<file path="src/rtl/riscv_pkg.sv">
// Shared fetch-path definitions: default reset vector and the buffered entry layout.
package riscv_pkg;

  localparam int XLEN = 32;

  localparam logic [XLEN-1:0] RESET_PC_DEFAULT = 32'h0000_0000;

  typedef struct packed {
    logic [XLEN-1:0] pc;
    logic [XLEN-1:0] inst;
  } fetch_entry_t;

endpackage

</file>
<file path="src/rtl/fetch_fifo.sv">
// Prefetch buffer: synchronous circular FIFO with flush taking priority over push/pop.
// The head reads as all zeros while the buffer is empty.
module fetch_fifo
  import riscv_pkg::*;
#(
  parameter int  DEPTH   = 4,
  parameter type entry_t = fetch_entry_t
) (
  input  logic                   clk,
  input  logic                   rst_n,
  input  logic                   flush,
  input  logic                   push,
  input  entry_t                 push_data,
  input  logic                   pop,
  output entry_t                 pop_data,
  output logic [$clog2(DEPTH):0] count,
  output logic                   full,
  output logic                   empty
);

  localparam int AW = $clog2(DEPTH);

  logic [AW-1:0] wr_ptr;
  logic [AW-1:0] rd_ptr;
  entry_t        mem [DEPTH];
  logic          do_push;
  logic          do_pop;

  assign do_push  = push && !flush;
  assign do_pop   = pop && !flush && !empty;
  assign empty    = (count == '0);
  assign full     = (count == (AW + 1)'(DEPTH));
  assign pop_data = empty ? '0 : mem[rd_ptr];

  // Pointer and occupancy tracking; a simultaneous push and pop leaves count unchanged.
  always_ff @(posedge clk or negedge rst_n) begin
    if (!rst_n) begin
      wr_ptr <= '0;
      rd_ptr <= '0;
      count  <= '0;
    end else if (flush) begin
      wr_ptr <= '0;
      rd_ptr <= '0;
      count  <= '0;
    end else begin
      if (do_push) wr_ptr <= wr_ptr + 1'b1;
      if (do_pop)  rd_ptr <= rd_ptr + 1'b1;
      case ({do_push, do_pop})
        2'b10:   count <= count + 1'b1;
        2'b01:   count <= count - 1'b1;
        default: count <= count;
      endcase
    end
  end

  // Entry storage; contents need no reset because the head is masked while empty.
  always_ff @(posedge clk) begin
    if (do_push) mem[wr_ptr] <= push_data;
  end

  // The fetch unit's credit scheme must never push into a full buffer.
  assert property (@(posedge clk) disable iff (!rst_n) !(push && full && !flush));

endmodule

</file>
<file path="src/rtl/riscv_fetch_unit.sv">
// Instruction fetch: issues word reads ahead of decode, tracks one read in flight,
// and buffers returned instructions with their PCs. A redirect flushes everything.
module riscv_fetch_unit
  import riscv_pkg::*;
#(
  parameter int                    DATA_WIDTH          = 32,
  parameter int                    INST_MEM_ADDR_WIDTH = 12,
  parameter int                    FIFO_DEPTH          = 4,
  parameter logic [DATA_WIDTH-1:0] RESET_PC            = RESET_PC_DEFAULT
) (
  input  logic                           i_clk,
  input  logic                           i_rst_n,
  output logic [INST_MEM_ADDR_WIDTH-3:0] o_addr_inst,
  output logic                           o_req_inst,
  input  logic [DATA_WIDTH-1:0]          i_rdata_inst,
  input  logic                           i_redirect,
  input  logic [DATA_WIDTH-1:0]          i_redirect_pc,
  output logic                           o_valid,
  input  logic                           i_ready,
  output logic [DATA_WIDTH-1:0]          o_inst,
  output logic [DATA_WIDTH-1:0]          o_pc
);

  localparam int CW = $clog2(FIFO_DEPTH) + 1;

  typedef struct packed {
    logic [DATA_WIDTH-1:0] pc;
    logic [DATA_WIDTH-1:0] inst;
  } entry_t;

  logic [DATA_WIDTH-1:0] pc;
  logic [DATA_WIDTH-1:0] inflight_pc;
  logic                  inflight_valid;
  entry_t                push_entry;
  entry_t                head;
  logic [CW-1:0]         fifo_count;
  logic                  fifo_full;
  logic                  fifo_empty;
  logic                  push;
  logic                  pop;
  logic [CW:0]           occupancy;

  // Credit counts buffered plus in-flight entries only; a same-cycle pop frees a slot next cycle.
  assign occupancy   = {1'b0, fifo_count} + {{CW{1'b0}}, inflight_valid};
  assign o_req_inst  = i_rst_n && !i_redirect && !fifo_full &&
                       (occupancy < (CW + 1)'(FIFO_DEPTH));
  assign o_addr_inst = pc[INST_MEM_ADDR_WIDTH-1:2];

  assign o_valid    = !fifo_empty && !i_redirect;
  assign pop        = o_valid && i_ready;
  assign push       = inflight_valid && !i_redirect;
  assign push_entry = {inflight_pc, i_rdata_inst};
  assign o_inst     = head.inst;
  assign o_pc       = head.pc;

  // Fetch PC and the single in-flight read slot; a redirect kills the slot and retargets.
  always_ff @(posedge i_clk or negedge i_rst_n) begin
    if (!i_rst_n) begin
      pc             <= RESET_PC;
      inflight_valid <= 1'b0;
      inflight_pc    <= '0;
    end else begin
      if (i_redirect)      pc <= i_redirect_pc & ~DATA_WIDTH'(3);
      else if (o_req_inst) pc <= pc + DATA_WIDTH'(4);
      inflight_valid <= o_req_inst;
      if (o_req_inst) inflight_pc <= pc;
    end
  end

  fetch_fifo #(
    .DEPTH   (FIFO_DEPTH),
    .entry_t (entry_t)
  ) u_fifo (
    .clk       (i_clk),
    .rst_n     (i_rst_n),
    .flush     (i_redirect),
    .push      (push),
    .push_data (push_entry),
    .pop       (pop),
    .pop_data  (head),
    .count     (fifo_count),
    .full      (fifo_full),
    .empty     (fifo_empty)
  );

endmodule
</file>
<file path="config.mk">
export PLATFORM = sky130hd
export DESIGN_NAME = riscv_fetch_unit
export DESIGN_NICKNAME = d
export VERILOG_FILES = /design/src/rtl/riscv_pkg.sv /design/src/rtl/fetch_fifo.sv /design/src/rtl/riscv_fetch_unit.sv
export SDC_FILE = /design/constraint.sdc
export NUM_CORES = 1
export LEC_CHECK = 0
export ABC_AREA = 1
export BUFFER_PORTS_ARGS = -buffer_cell sky130_fd_sc_hd__buf_2
export CORE_MARGIN = 4
export CORE_UTILIZATION = 35
export CTS_CLUSTER_DIAMETER = 120
export DETAILED_ROUTE_END_ITERATION = 8
export PLACE_DENSITY_LB_ADDON = 0.2
export SYNTH_ARGS = -nofsm -noshare
export SYNTH_HDL_FRONTEND = slang
export SYNTH_HIERARCHICAL = 1
export SYNTH_SLANG_ARGS = --single-unit
</file>
<file path="constraint.sdc">
create_clock -name i_clk -period 11.9 [get_ports i_clk]
set_clock_uncertainty 0.2 [all_clocks]
set_input_delay 0.595 -clock i_clk [delete_from_list [all_inputs] [get_ports i_clk]]
set_output_delay 0.595 -clock i_clk [all_outputs]
set_load 0.01 [all_outputs]
</file>
==> impl_metrics.yaml <==
run_status:
  status: "finished clean"
critical_path:
  crit_type: "flip-flop to primary output"
  path_max_fanout: 102
  r2r_cells: 16
  critPathMaxStageDelay_ps: 820
  crit_chain: "clkinv_2, buf_4, o21ai_0, a21oi_1, buf_2"
  worstPathArrival_ps: 3140
  worstPathRequired_ps: 11110
  reg2reg_to: "u_fifo/count[2]"
  reg2reg_slack_ps: 8340
  critPathCaptureType: "primary output"
  cp-startpoint: "u_fifo/rd_ptr[0]"
  timing.rr.start: "u_fifo/count[0]"
  crit_end: "o_inst[6]"
  critPathSlowestCell: "buf_4"
  worst_setup_path_start_kind: "flip-flop"
power:
  vdd_drop_max_v: 0.0000856
  powerDensity_mw_per_mm2: 199
  leakage_nw: 6.32
synth:
  ys_types: 32
  ys_warn_count: 6
  yosysSeqAreaShare_pct: 67.1
  ys_ff_latch: 324
  avgSynthCellArea_um2: 10.4
  postSynthCellCount: 1342
  synthesis.area_mm2: 0.0140
floorplan:
  die_w_um: 208
  core_mm2: 0.0391
  die-area_mm2: 0.0432
  start_util_pct: 35.8
  rows: 72
  fp.dieH_um: 208
  num_io_pins: 144
cells_and_area:
  final_area_mm2: 0.0162
  area_delta_synth_final_pct: 16.0
  layout_commonest_cell: "nor2_1"
  layout_common_cells: "nor2_1 (323), edfxtp_1 (256), nand2_1 (193)"
  layout.nets: 1539
  drive_gt1_share_pct: 15.3
  final_cells: 2010
cts:
  clock_latency_ps: 510
  clock_path_buffers: 3
  cts-root-buf: "clkbuf_16"
  clkTransAtPathRegs_ps: 60
  cts-htree-levels: 2
  cts_setup_buffers: 0
  clock_sinks: 324
  cts_buffers: 38
  cts_tree: "built"
place:
  io_buffers: 141
  hpwl_um: 20100
  dp.cells: 1942
  place_area_mm2: 0.0150
  gp_congestion: 0.820
grt:
  grt_pass1_vias: 9408
  grt_pass1_wl_um: 53900
  antenna_found_initial: 0
  grt_max_degree: 103
  grt_overflow: 0
  grtUsageTotal_pct: 15.5
sta:
  post-route-min-period_ps: 3940
  setup_violations: 0
  slew_violations: 0
  max_freq_mhz: 254
  relSlewSlack_pct: 29.7
  finalCritPeriodShare_pct: 33.1
  hold_violations: 0
  worst_pin_slew_ps: 1050
  hold_ws_ps: 84.9
  setup_tns_ps: 0
  rsz0062_at_grt: "no"
routing:
  avgRoutedWirePerCell_um: 16.9
  wl_um: 34000
  drc: 0
  vias_per_cell: 4.73
  drtIter0Drc: 452
  ant_nets: 0
  first_pass_iters: 5
  num_vias: 9509
hold_path:
  holdCritPathClass: "input pin to flip-flop"
run:
  cap_violations: 0
how the worst min path moves through the flow:
| stage | startpoint | end | depth (start not counted) |
|---|---|---|---|
| after floorplan | i_rst_n | inflight_pc[10] | 0 |
| after global placement | inflight_pc[5] | u_fifo/mem[0][37] | 0 |
| after detailed placement | inflight_pc[8] | u_fifo/mem[3][40] | 0 |
| after CTS | i_rdata_inst[14] | u_fifo/mem[2][14] | 1 |
| after global routing | i_rdata_inst[13] | u_fifo/mem[3][13] | 1 |
| final | i_redirect_pc[2] | pc[2] | 3 |
logic make-up (layout without fill, tap and decap cells):
logic type               count (synthesis)  after routing  synth area share (%)
other                                    1              9                0.0268
AND/OR/NAND/NOR                        602            602                  17.3
AO/OA/AOI/OAI                          249            249                  9.04
buffers and inverters                  158            300                  5.79
XOR/XNOR                                 2              2                 0.125
adder cells (fa/ha/maj)                  6              6                 0.590
flip-flops                             324            324                  67.1
area by class of cell:
type	count	area [um^2]
diodes	1	2.50
clock buffers	47	1010
clock inverters	19	223
fillers	3841	22900
inverters	80	303
multi-input cells	867	3850
flip-flops and latches	324	9390
well taps	518	648
repair buffers	154	806
synthesized netlist by cell type:
master      n  share of area, %
nor2_1    327               8.8
edfxtp_1  256                55
nand2_1   193               5.2
o21ai_0   128               4.6
inv_1      78               2.1
dfrtp_1    68                12
a21oi_1    65               2.3
nand3_1    63               2.3
o21ai_1    48               1.7
buf_2      31               1.1
buf_4      15              0.80
buf_6      13               1.0
clkbuf_2   10              0.36
clkbuf_1    7              0.19
o211ai_1    7              0.38
ha_1        5              0.45
nand2_2     5              0.22
nor2_4      5              0.40
nor2_2      4              0.18
inv_2       2             0.054
a31oi_1     1             0.045
and2_1      1             0.045
buf_1       1             0.027
buf_8       1              0.11
conb_1      1             0.027
fa_1        1              0.14
nand3_4     1              0.13
nor3_1      1             0.036
nor3b_1     1             0.054
or2_2       1             0.045
xnor2_1     1             0.063
xor2_1      1             0.063
critical path, delay by kind of cell, from the launching register on:
kind / cells / cell delay, ps
compound gates: 2 / 480
buf+inv: 3 / 1350
flops: 1 / 670
layer usage:
metal  routed length, um  track usage [%]  part of all wire, %  vias to the layer above
li1                    -                -                    -                     4750
met1               16100             21.6                   47                     4537
met2               16100             25.6                   47                      171
met3                1270             2.62                  3.7                       51
met4                 562             3.58                  1.7                        0
met5                   0                0                    0                        -
timing repair:
item                      4_1_cts  5_1_grt
hold buffers                    1        0
hold endpoints to repair       32        0
gates resized for setup         0        0
registers in the layout (all words and copies together) (netlist names):
register,count
pc,30
u_fifo/mem,256
u_fifo/wr_ptr,2
u_fifo/count,3
inflight_pc,30
inflight_valid,1
u_fifo/rd_ptr,2
metrics by stage:
stage	utilization, %	total power [mW]	setup slack [ps]
6_report	41.5	3.22	7960
5_1_grt	41.5	3.41	7730
4_1_cts	41.5	3.28	7930
3_5_place_dp	38.3	2.12	8150
3_3_place_gp	38.3	2.10	8160
2_1_floorplan	-	1.86	7320
power breakdown:
group | internal [mW] | switching (mW) | leakage, nW
sequential | 1.37 | 0.121 | 3.16
combinational | 0.186 | 0.401 | 2.58
clock | 0.707 | 0.436 | 0.590
total | 2.26 | 0.958 | 6.32
Note: power is estimated with default switching activity, not from simulation.
